**src/rtl/pipeline_hazard_ctrl_if.sv**
```systemverilog
// Signal bundle between the hazard controller and the pipeline / data-memory port.
// The master modport is the controller's view; slave is the pipeline's view.
interface pipeline_hazard_ctrl_if;
  logic [4:0]  id_rs1;
  logic [4:0]  id_rs2;
  logic [4:0]  id_ex_rd;
  logic        id_ex_mem_read;
  logic [4:0]  ex_mem_rd;
  logic        ex_mem_reg_write;
  logic        ex_mem_mem_read;
  logic        ex_mem_mem_access;
  logic        branch_taken;
  logic        dmem_ready;
  logic        dmem_req;
  logic        pc_stall;
  logic        if_id_stall;
  logic        id_ex_stall;
  logic        ex_mem_stall;
  logic        if_id_flush;
  logic        id_ex_flush;
  logic        mem_wb_bubble;
  logic        mem_ex_finish;
  logic        mem_mem_finish;
  logic        mem_timeout;
  logic [31:0] stall_cycles;

  modport master (
    input  id_rs1, id_rs2, id_ex_rd, id_ex_mem_read, ex_mem_rd, ex_mem_reg_write,
           ex_mem_mem_read, ex_mem_mem_access, branch_taken, dmem_ready,
    output dmem_req, pc_stall, if_id_stall, id_ex_stall, ex_mem_stall, if_id_flush,
           id_ex_flush, mem_wb_bubble, mem_ex_finish, mem_mem_finish, mem_timeout,
           stall_cycles
  );

  modport slave (
    output id_rs1, id_rs2, id_ex_rd, id_ex_mem_read, ex_mem_rd, ex_mem_reg_write,
           ex_mem_mem_read, ex_mem_mem_access, branch_taken, dmem_ready,
    input  dmem_req, pc_stall, if_id_stall, id_ex_stall, ex_mem_stall, if_id_flush,
           id_ex_flush, mem_wb_bubble, mem_ex_finish, mem_mem_finish, mem_timeout,
           stall_cycles
  );
endinterface

```
**src/rtl/pipeline_hazard_ctrl.sv**
```systemverilog
// Stall/flush sequencer: load-use bubbles, multi-cycle data-memory waits, branch flushes,
// forwarding-valid qualifiers, a sticky memory timeout and a stall-cycle counter.
module pipeline_hazard_ctrl #(
  parameter int MAX_WAIT = 255,
  parameter int WAIT_W   = 8
) (
  input logic                   clk,
  input logic                   rst,
  pipeline_hazard_ctrl_if.master hz
);

  typedef enum logic {RUN, MEM_WAIT} state_e;

  state_e              state_q, state_d;
  logic [WAIT_W-1:0]   wait_cnt_q, wait_cnt_d;
  logic                timeout_q, timeout_d;
  logic [31:0]         stall_cnt_q, stall_cnt_d;
  logic                lu;
  logic                mem_busy;
  logic                mem_stall;

  assign lu = hz.id_ex_mem_read && (hz.id_ex_rd != 5'd0) &&
              ((hz.id_ex_rd == hz.id_rs1) || (hz.id_ex_rd == hz.id_rs2));

  always_comb begin
    // NOTE: every signal gets a default before any branch so no latch is inferred.
    state_d           = state_q;
    wait_cnt_d        = wait_cnt_q;
    timeout_d         = timeout_q;
    mem_busy          = 1'b0;
    mem_stall         = 1'b0;
    hz.dmem_req       = 1'b0;
    hz.pc_stall       = 1'b0;
    hz.if_id_stall    = 1'b0;
    hz.id_ex_stall    = 1'b0;
    hz.ex_mem_stall   = 1'b0;
    hz.if_id_flush    = 1'b0;
    hz.id_ex_flush    = 1'b0;
    hz.mem_wb_bubble  = 1'b0;
    hz.mem_ex_finish  = 1'b0;
    hz.mem_mem_finish = 1'b0;

    if (!rst) begin
      mem_busy    = (state_q == MEM_WAIT) || hz.ex_mem_mem_access;
      mem_stall   = mem_busy && !hz.dmem_ready;
      hz.dmem_req = mem_busy;

      if (mem_stall) begin
        // Whole pipeline frozen; branch and load-use wait until the access completes.
        state_d          = MEM_WAIT;
        hz.pc_stall      = 1'b1;
        hz.if_id_stall   = 1'b1;
        hz.id_ex_stall   = 1'b1;
        hz.ex_mem_stall  = 1'b1;
        hz.mem_wb_bubble = 1'b1;
        wait_cnt_d = (wait_cnt_q == {WAIT_W{1'b1}}) ? wait_cnt_q : wait_cnt_q + 1'b1;
        if (wait_cnt_d == WAIT_W'(MAX_WAIT)) timeout_d = 1'b1;
      end else begin
        state_d    = RUN;
        wait_cnt_d = '0;
        if (hz.branch_taken) begin
          hz.if_id_flush = 1'b1;
          hz.id_ex_flush = 1'b1;
        end else if (lu) begin
          hz.pc_stall    = 1'b1;
          hz.if_id_stall = 1'b1;
          hz.id_ex_flush = 1'b1;
        end
      end

      hz.mem_ex_finish  = hz.ex_mem_reg_write && !hz.ex_mem_mem_read;
      hz.mem_mem_finish = hz.ex_mem_mem_read && hz.dmem_req && hz.dmem_ready;
    end

    stall_cnt_d = stall_cnt_q + {31'd0, hz.pc_stall};
  end

  assign hz.mem_timeout  = timeout_q && !rst;
  assign hz.stall_cycles = stall_cnt_q;

  always_ff @(posedge clk) begin
    // NOTE: sequential state uses non-blocking assignments so every flop samples pre-edge values.
    if (rst) begin
      state_q     <= RUN;
      wait_cnt_q  <= '0;
      timeout_q   <= 1'b0;
      stall_cnt_q <= '0;
    end else begin
      state_q     <= state_d;
      wait_cnt_q  <= wait_cnt_d;
      timeout_q   <= timeout_d;
      stall_cnt_q <= stall_cnt_d;
    end
  end

endmodule
```
**src/flat_wrapper.sv**
```systemverilog
// flat-port wrapper written by rule: the top's interface ports become plain ports
module pipeline_hazard_ctrl_flat 
#(
  parameter int MAX_WAIT = 255,
  parameter int WAIT_W   = 8
)
  (clk, rst, hz_id_rs1, hz_id_rs2, hz_id_ex_rd, hz_id_ex_mem_read, hz_ex_mem_rd, hz_ex_mem_reg_write, hz_ex_mem_mem_read, hz_ex_mem_mem_access, hz_branch_taken, hz_dmem_ready, hz_dmem_req, hz_pc_stall, hz_if_id_stall, hz_id_ex_stall, hz_ex_mem_stall, hz_if_id_flush, hz_id_ex_flush, hz_mem_wb_bubble, hz_mem_ex_finish, hz_mem_mem_finish, hz_mem_timeout, hz_stall_cycles);
  pipeline_hazard_ctrl_if hz_i ();
  input logic clk;
  input logic rst;
  input wire logic [$bits(hz_i.id_rs1)-1:0] hz_id_rs1;
  input wire logic [$bits(hz_i.id_rs2)-1:0] hz_id_rs2;
  input wire logic [$bits(hz_i.id_ex_rd)-1:0] hz_id_ex_rd;
  input wire logic [$bits(hz_i.id_ex_mem_read)-1:0] hz_id_ex_mem_read;
  input wire logic [$bits(hz_i.ex_mem_rd)-1:0] hz_ex_mem_rd;
  input wire logic [$bits(hz_i.ex_mem_reg_write)-1:0] hz_ex_mem_reg_write;
  input wire logic [$bits(hz_i.ex_mem_mem_read)-1:0] hz_ex_mem_mem_read;
  input wire logic [$bits(hz_i.ex_mem_mem_access)-1:0] hz_ex_mem_mem_access;
  input wire logic [$bits(hz_i.branch_taken)-1:0] hz_branch_taken;
  input wire logic [$bits(hz_i.dmem_ready)-1:0] hz_dmem_ready;
  output wire logic [$bits(hz_i.dmem_req)-1:0] hz_dmem_req;
  output wire logic [$bits(hz_i.pc_stall)-1:0] hz_pc_stall;
  output wire logic [$bits(hz_i.if_id_stall)-1:0] hz_if_id_stall;
  output wire logic [$bits(hz_i.id_ex_stall)-1:0] hz_id_ex_stall;
  output wire logic [$bits(hz_i.ex_mem_stall)-1:0] hz_ex_mem_stall;
  output wire logic [$bits(hz_i.if_id_flush)-1:0] hz_if_id_flush;
  output wire logic [$bits(hz_i.id_ex_flush)-1:0] hz_id_ex_flush;
  output wire logic [$bits(hz_i.mem_wb_bubble)-1:0] hz_mem_wb_bubble;
  output wire logic [$bits(hz_i.mem_ex_finish)-1:0] hz_mem_ex_finish;
  output wire logic [$bits(hz_i.mem_mem_finish)-1:0] hz_mem_mem_finish;
  output wire logic [$bits(hz_i.mem_timeout)-1:0] hz_mem_timeout;
  output wire logic [$bits(hz_i.stall_cycles)-1:0] hz_stall_cycles;
  assign hz_i.id_rs1 = hz_id_rs1;
  assign hz_i.id_rs2 = hz_id_rs2;
  assign hz_i.id_ex_rd = hz_id_ex_rd;
  assign hz_i.id_ex_mem_read = hz_id_ex_mem_read;
  assign hz_i.ex_mem_rd = hz_ex_mem_rd;
  assign hz_i.ex_mem_reg_write = hz_ex_mem_reg_write;
  assign hz_i.ex_mem_mem_read = hz_ex_mem_mem_read;
  assign hz_i.ex_mem_mem_access = hz_ex_mem_mem_access;
  assign hz_i.branch_taken = hz_branch_taken;
  assign hz_i.dmem_ready = hz_dmem_ready;
  assign hz_dmem_req = hz_i.dmem_req;
  assign hz_pc_stall = hz_i.pc_stall;
  assign hz_if_id_stall = hz_i.if_id_stall;
  assign hz_id_ex_stall = hz_i.id_ex_stall;
  assign hz_ex_mem_stall = hz_i.ex_mem_stall;
  assign hz_if_id_flush = hz_i.if_id_flush;
  assign hz_id_ex_flush = hz_i.id_ex_flush;
  assign hz_mem_wb_bubble = hz_i.mem_wb_bubble;
  assign hz_mem_ex_finish = hz_i.mem_ex_finish;
  assign hz_mem_mem_finish = hz_i.mem_mem_finish;
  assign hz_mem_timeout = hz_i.mem_timeout;
  assign hz_stall_cycles = hz_i.stall_cycles;
  pipeline_hazard_ctrl #(.MAX_WAIT(MAX_WAIT), .WAIT_W(WAIT_W)) u_core (.clk(clk), .rst(rst), .hz(hz_i));
endmodule
```
**config.mk**
```make
export PLATFORM = sky130hd
export DESIGN_NAME = pipeline_hazard_ctrl_flat
export DESIGN_NICKNAME = d
export VERILOG_FILES = /design/src/rtl/pipeline_hazard_ctrl_if.sv /design/src/rtl/pipeline_hazard_ctrl.sv /design/src/flat_wrapper.sv
export SDC_FILE = /design/constraint.sdc
export NUM_CORES = 1
export LEC_CHECK = 0
export CAP_MARGIN = 25
export CORE_MARGIN = 8
export CORE_UTILIZATION = 46
export CTS_CLUSTER_DIAMETER = 120
export CTS_CLUSTER_SIZE = 40
export DETAILED_ROUTE_END_ITERATION = 10
export PLACE_DENSITY = 0.76
export SLEW_MARGIN = 10
export SYNTH_ARGS = -nofsm -noshare
export SYNTH_HDL_FRONTEND = slang
export SYNTH_SLANG_ARGS = --single-unit
export TNS_END_PERCENT = 30
```
**constraint.sdc**
```tcl
create_clock -name clk -period 3 [get_ports clk]
set_input_delay 0.45 -clock clk [delete_from_list [all_inputs] [get_ports clk]]
set_output_delay 0.45 -clock clk [all_outputs]
set_load 0.005 [all_outputs]
```
==> results.toml <==
[grt]
grt-ovfl-total = 0
grt_pass1_vias = 1800
grt_pass1_wl_um = 8510
grt.total_usage = 0.143
antenna_found_initial = 0
grt_max_degree = 38

[yosys]
synth_cell_type_count = 42
yosys.cell_count.top_type = "dfxtp_1"
syn-cell-area_um2 = 2220
netlist_instances = 251
ys_seq_elements = 42
synth_common_cells = "42 x dfxtp_1, 34 x nor2_1, 25 x xnor2_1"
ys.flop_type = "dfxtp_1"
syn_nets = 282
seq_area_frac_synth = 0.378
async_flop_share = 0
yosysWarnings = 0
synth_area_per_cell_um2 = 8.86
synth-edff-count = 0
synth_top_area_share = 0.378
synth_area_leaders = "dfxtp_1 38%, xnor2_1 9.8%, nor2_1 5.7%, xor2_1 5.1%, nand3_1 3.4%"
post-synth-top-area-cell = "dfxtp_1"

[flow_run]
max-cap-violations = 0

[clocking]
htreeDepth = 2
cts_buffers = 5
cts.sinks = 42
post-cts-setup-buffer-count = 0
cts_tree = "yes"
insertion_delay_ps = 300
root_buffer = "clkbuf_8"
hold_buffers = 0
clkTransAtPathRegs_ps = 70
clockBufferDepth = 2

[routing]
drt_iter0_drc = 74
via_per_inst = 5.30
post-route-drc-count = 0
postRouteAntennaNets = 0
routedWlPerCell_um = 14.2
wl_met3_um = 204
wl_um = 5240
vias = 1954
highest_layer = "met4"
first_pass_iters = 4
dr_wl_met2_um = 2760
met1_length_um = 2240

[cells_and_area]
fillers = 395
fin_util = 0.657
antenna_cells = 0
nets = 345
area_growth_pct = 38.5
drive_gt1_frac = 0.121

[pwr]
power_leakage_nw = 1.17
power_frac_clock = 0.351
seq_power_share = 0.554
pwr-share-comb = 0.094
intPower_mw = 0.780
p_sw_mw = 0.235
max-vdd-ir-drop_uv = 244
swShare = 0.232
p_per_area_nw_per_um2 = 329

[setup_path]
path_common_cell = "clkdlybuf4s50_1"
critPathCaptureType = "primary output"
start_kind = "input pin"
slowest_delay_ps = 490
worstPathCellList = "clkdlybuf4s50_1 -> xnor2_1 -> nand3_1 -> nor3_2 -> o221ai_2 -> o31ai_4 -> buf_4 -> clkdlybuf4s50_1"
worstPathMaxFanout = 2
cp.arrival_ps = 2500
cpMaxStageDelayCell = "clkdlybuf4s50_1"
path_class = "in2out"
required_ps = 2550

[status]
outcome = "finished, final reports clean"

[sta]
max-slew-margin-rel = 0.556
report.final.setup_viol = 0
fin_skew_ps = 12.8
hold_viol = 0
post-route-period-util = 0.983
clock.fmax_ghz = 0.339
hold_ws_ps = 520
worst_pin_slew_ps = 664
maxSlewViolCount = 0
period_needed_ps = 2950

[place]
gp_congestion = 0.830
hpwl_um = 3910
port_buffers = 65

[floorplan]
die_area_um2 = 7310
coreArea_um2 = 4690
die_h_um = 85.5
die_w_um = 85.5
initial_core_util = 0.474
rows = 25
io_pins = 71

[worst_hold_path]
hold_class = "reg2reg"
==> placed cells by master (no fill, tap or decap), drive strengths merged <==
cell,count
o221ai,1
buf,7
and3,6
xor2,13
nand2,14
and2,1
clkinvlp,1
nor2b,2
nor2,34
o21ai,6
nand4,6
nor4,6
nand3,16
a31o,1
o311ai,1
clkbuf,5
or2,1
nor3,13
nand3b,2
a2111oi,1
nor4b,1
nand2b,2
clkdlybuf4s50,61
inv,7
or4,1
and4,8
or3,2
xnor2,25
dlymetal6s2s,4
ha,3
a21oi,6
clkinv,2
nor3b,3
o211a,1
a211oi,1
o31ai,1
mux2i,1
a31oi,7
dfxtp,42
==> metrics by stage <==
step / power, mW / setup WS [ps] / instances / setup TNS (ps) / cell area [um2]
floorplan: 0.610 / 312 / 251 / 0 / 2220
global placement: 0.665 / -236 / 361 / -2850 / 2910
detailed placement: 0.667 / -302 / 361 / -4410 / 2910
CTS: 1.02 / 18.1 / 369 / 0 / 3000
global route: 1.06 / -59.4 / 369 / -454 / 3080
finish: 1.01 / 51.1 / 369 / 0 / 3080
==> critical path, delay by kind of cell <==
kind / cells / cell delay, ps
XOR/XNOR: 1 / 200
AND/OR/NAND/NOR: 2 / 330
buffers and inverters: 3 / 1080
AO/OA/AOI/OAI: 2 / 430
==> layout make-up <==
class / instances / area, um2 / area share
timing repair buffer: 72 / 713 / 0.232
sequential: 42 / 841 / 0.273
inverter: 7 / 26.3 / 0.00853
tap: 54 / 67.6 / 0.0219
multi-input combinational: 186 / 1340 / 0.436
clock buffer: 5 / 68.8 / 0.0223
clock inverter: 3 / 21.3 / 0.00690
==> per-layer routing <==
layer | up-vias | GRT usage
met5 | - | 0
met4 | 0 | 0.0525
met3 | 2 | 0.0372
met2 | 27 | 0.250
met1 | 921 | 0.164
li1 | 1004 | -
==> worst paths after layout <==
path | startpoint | to | slack (ps) | cells past startpoint
min | u_core.wait_cnt_q[3] | u_core.wait_cnt_q[3] | 520 | 1
max | hz_id_rs1[3] | hz_if_id_stall | 50 | 8
min reg2reg | u_core.wait_cnt_q[3] | u_core.wait_cnt_q[3] | 520 | 1
max reg2reg | u_core.state_q | u_core.hz.stall_cycles[26] | 840 | 9
==> power by group through the flow <==
stage               combinational (mW)  sequential (mW)  clock [mW]
floorplan                       0.0346            0.575           0
global placement                0.0899            0.575           0
detailed placement              0.0912            0.575           0
CTS                             0.0925            0.562       0.368
global route                     0.103            0.563       0.396
finish                          0.0958            0.562       0.356
==> logic make-up after synthesis <==
family / after synthesis / share of synthesized area
flip-flops: 42 / 0.378
AO/OA/AOI/OAI: 26 / 0.0765
AND/OR/NAND/NOR: 118 / 0.322
XOR/XNOR: 38 / 0.150
multiplexers: 1 / 0.00450
buffers and inverters: 23 / 0.0518
adder cells (fa/ha/maj): 3 / 0.0169
==> state kept, by name, indices dropped and copies added, names as in the netlist <==
name and flops:
u_core.hz.stall_cycles 32, u_core.state_q 1, u_core.wait_cnt_q 8, u_core.timeout_q 1
==> repair_timing <==
item | in CTS | in global routing
endpoints found under the setup margin | 2 | 17
endpoints found under the hold margin | 0 | 0
pin swaps | 0 | 8
gates resized for setup | 1 | 15
Power figures use the tool's default switching activity.
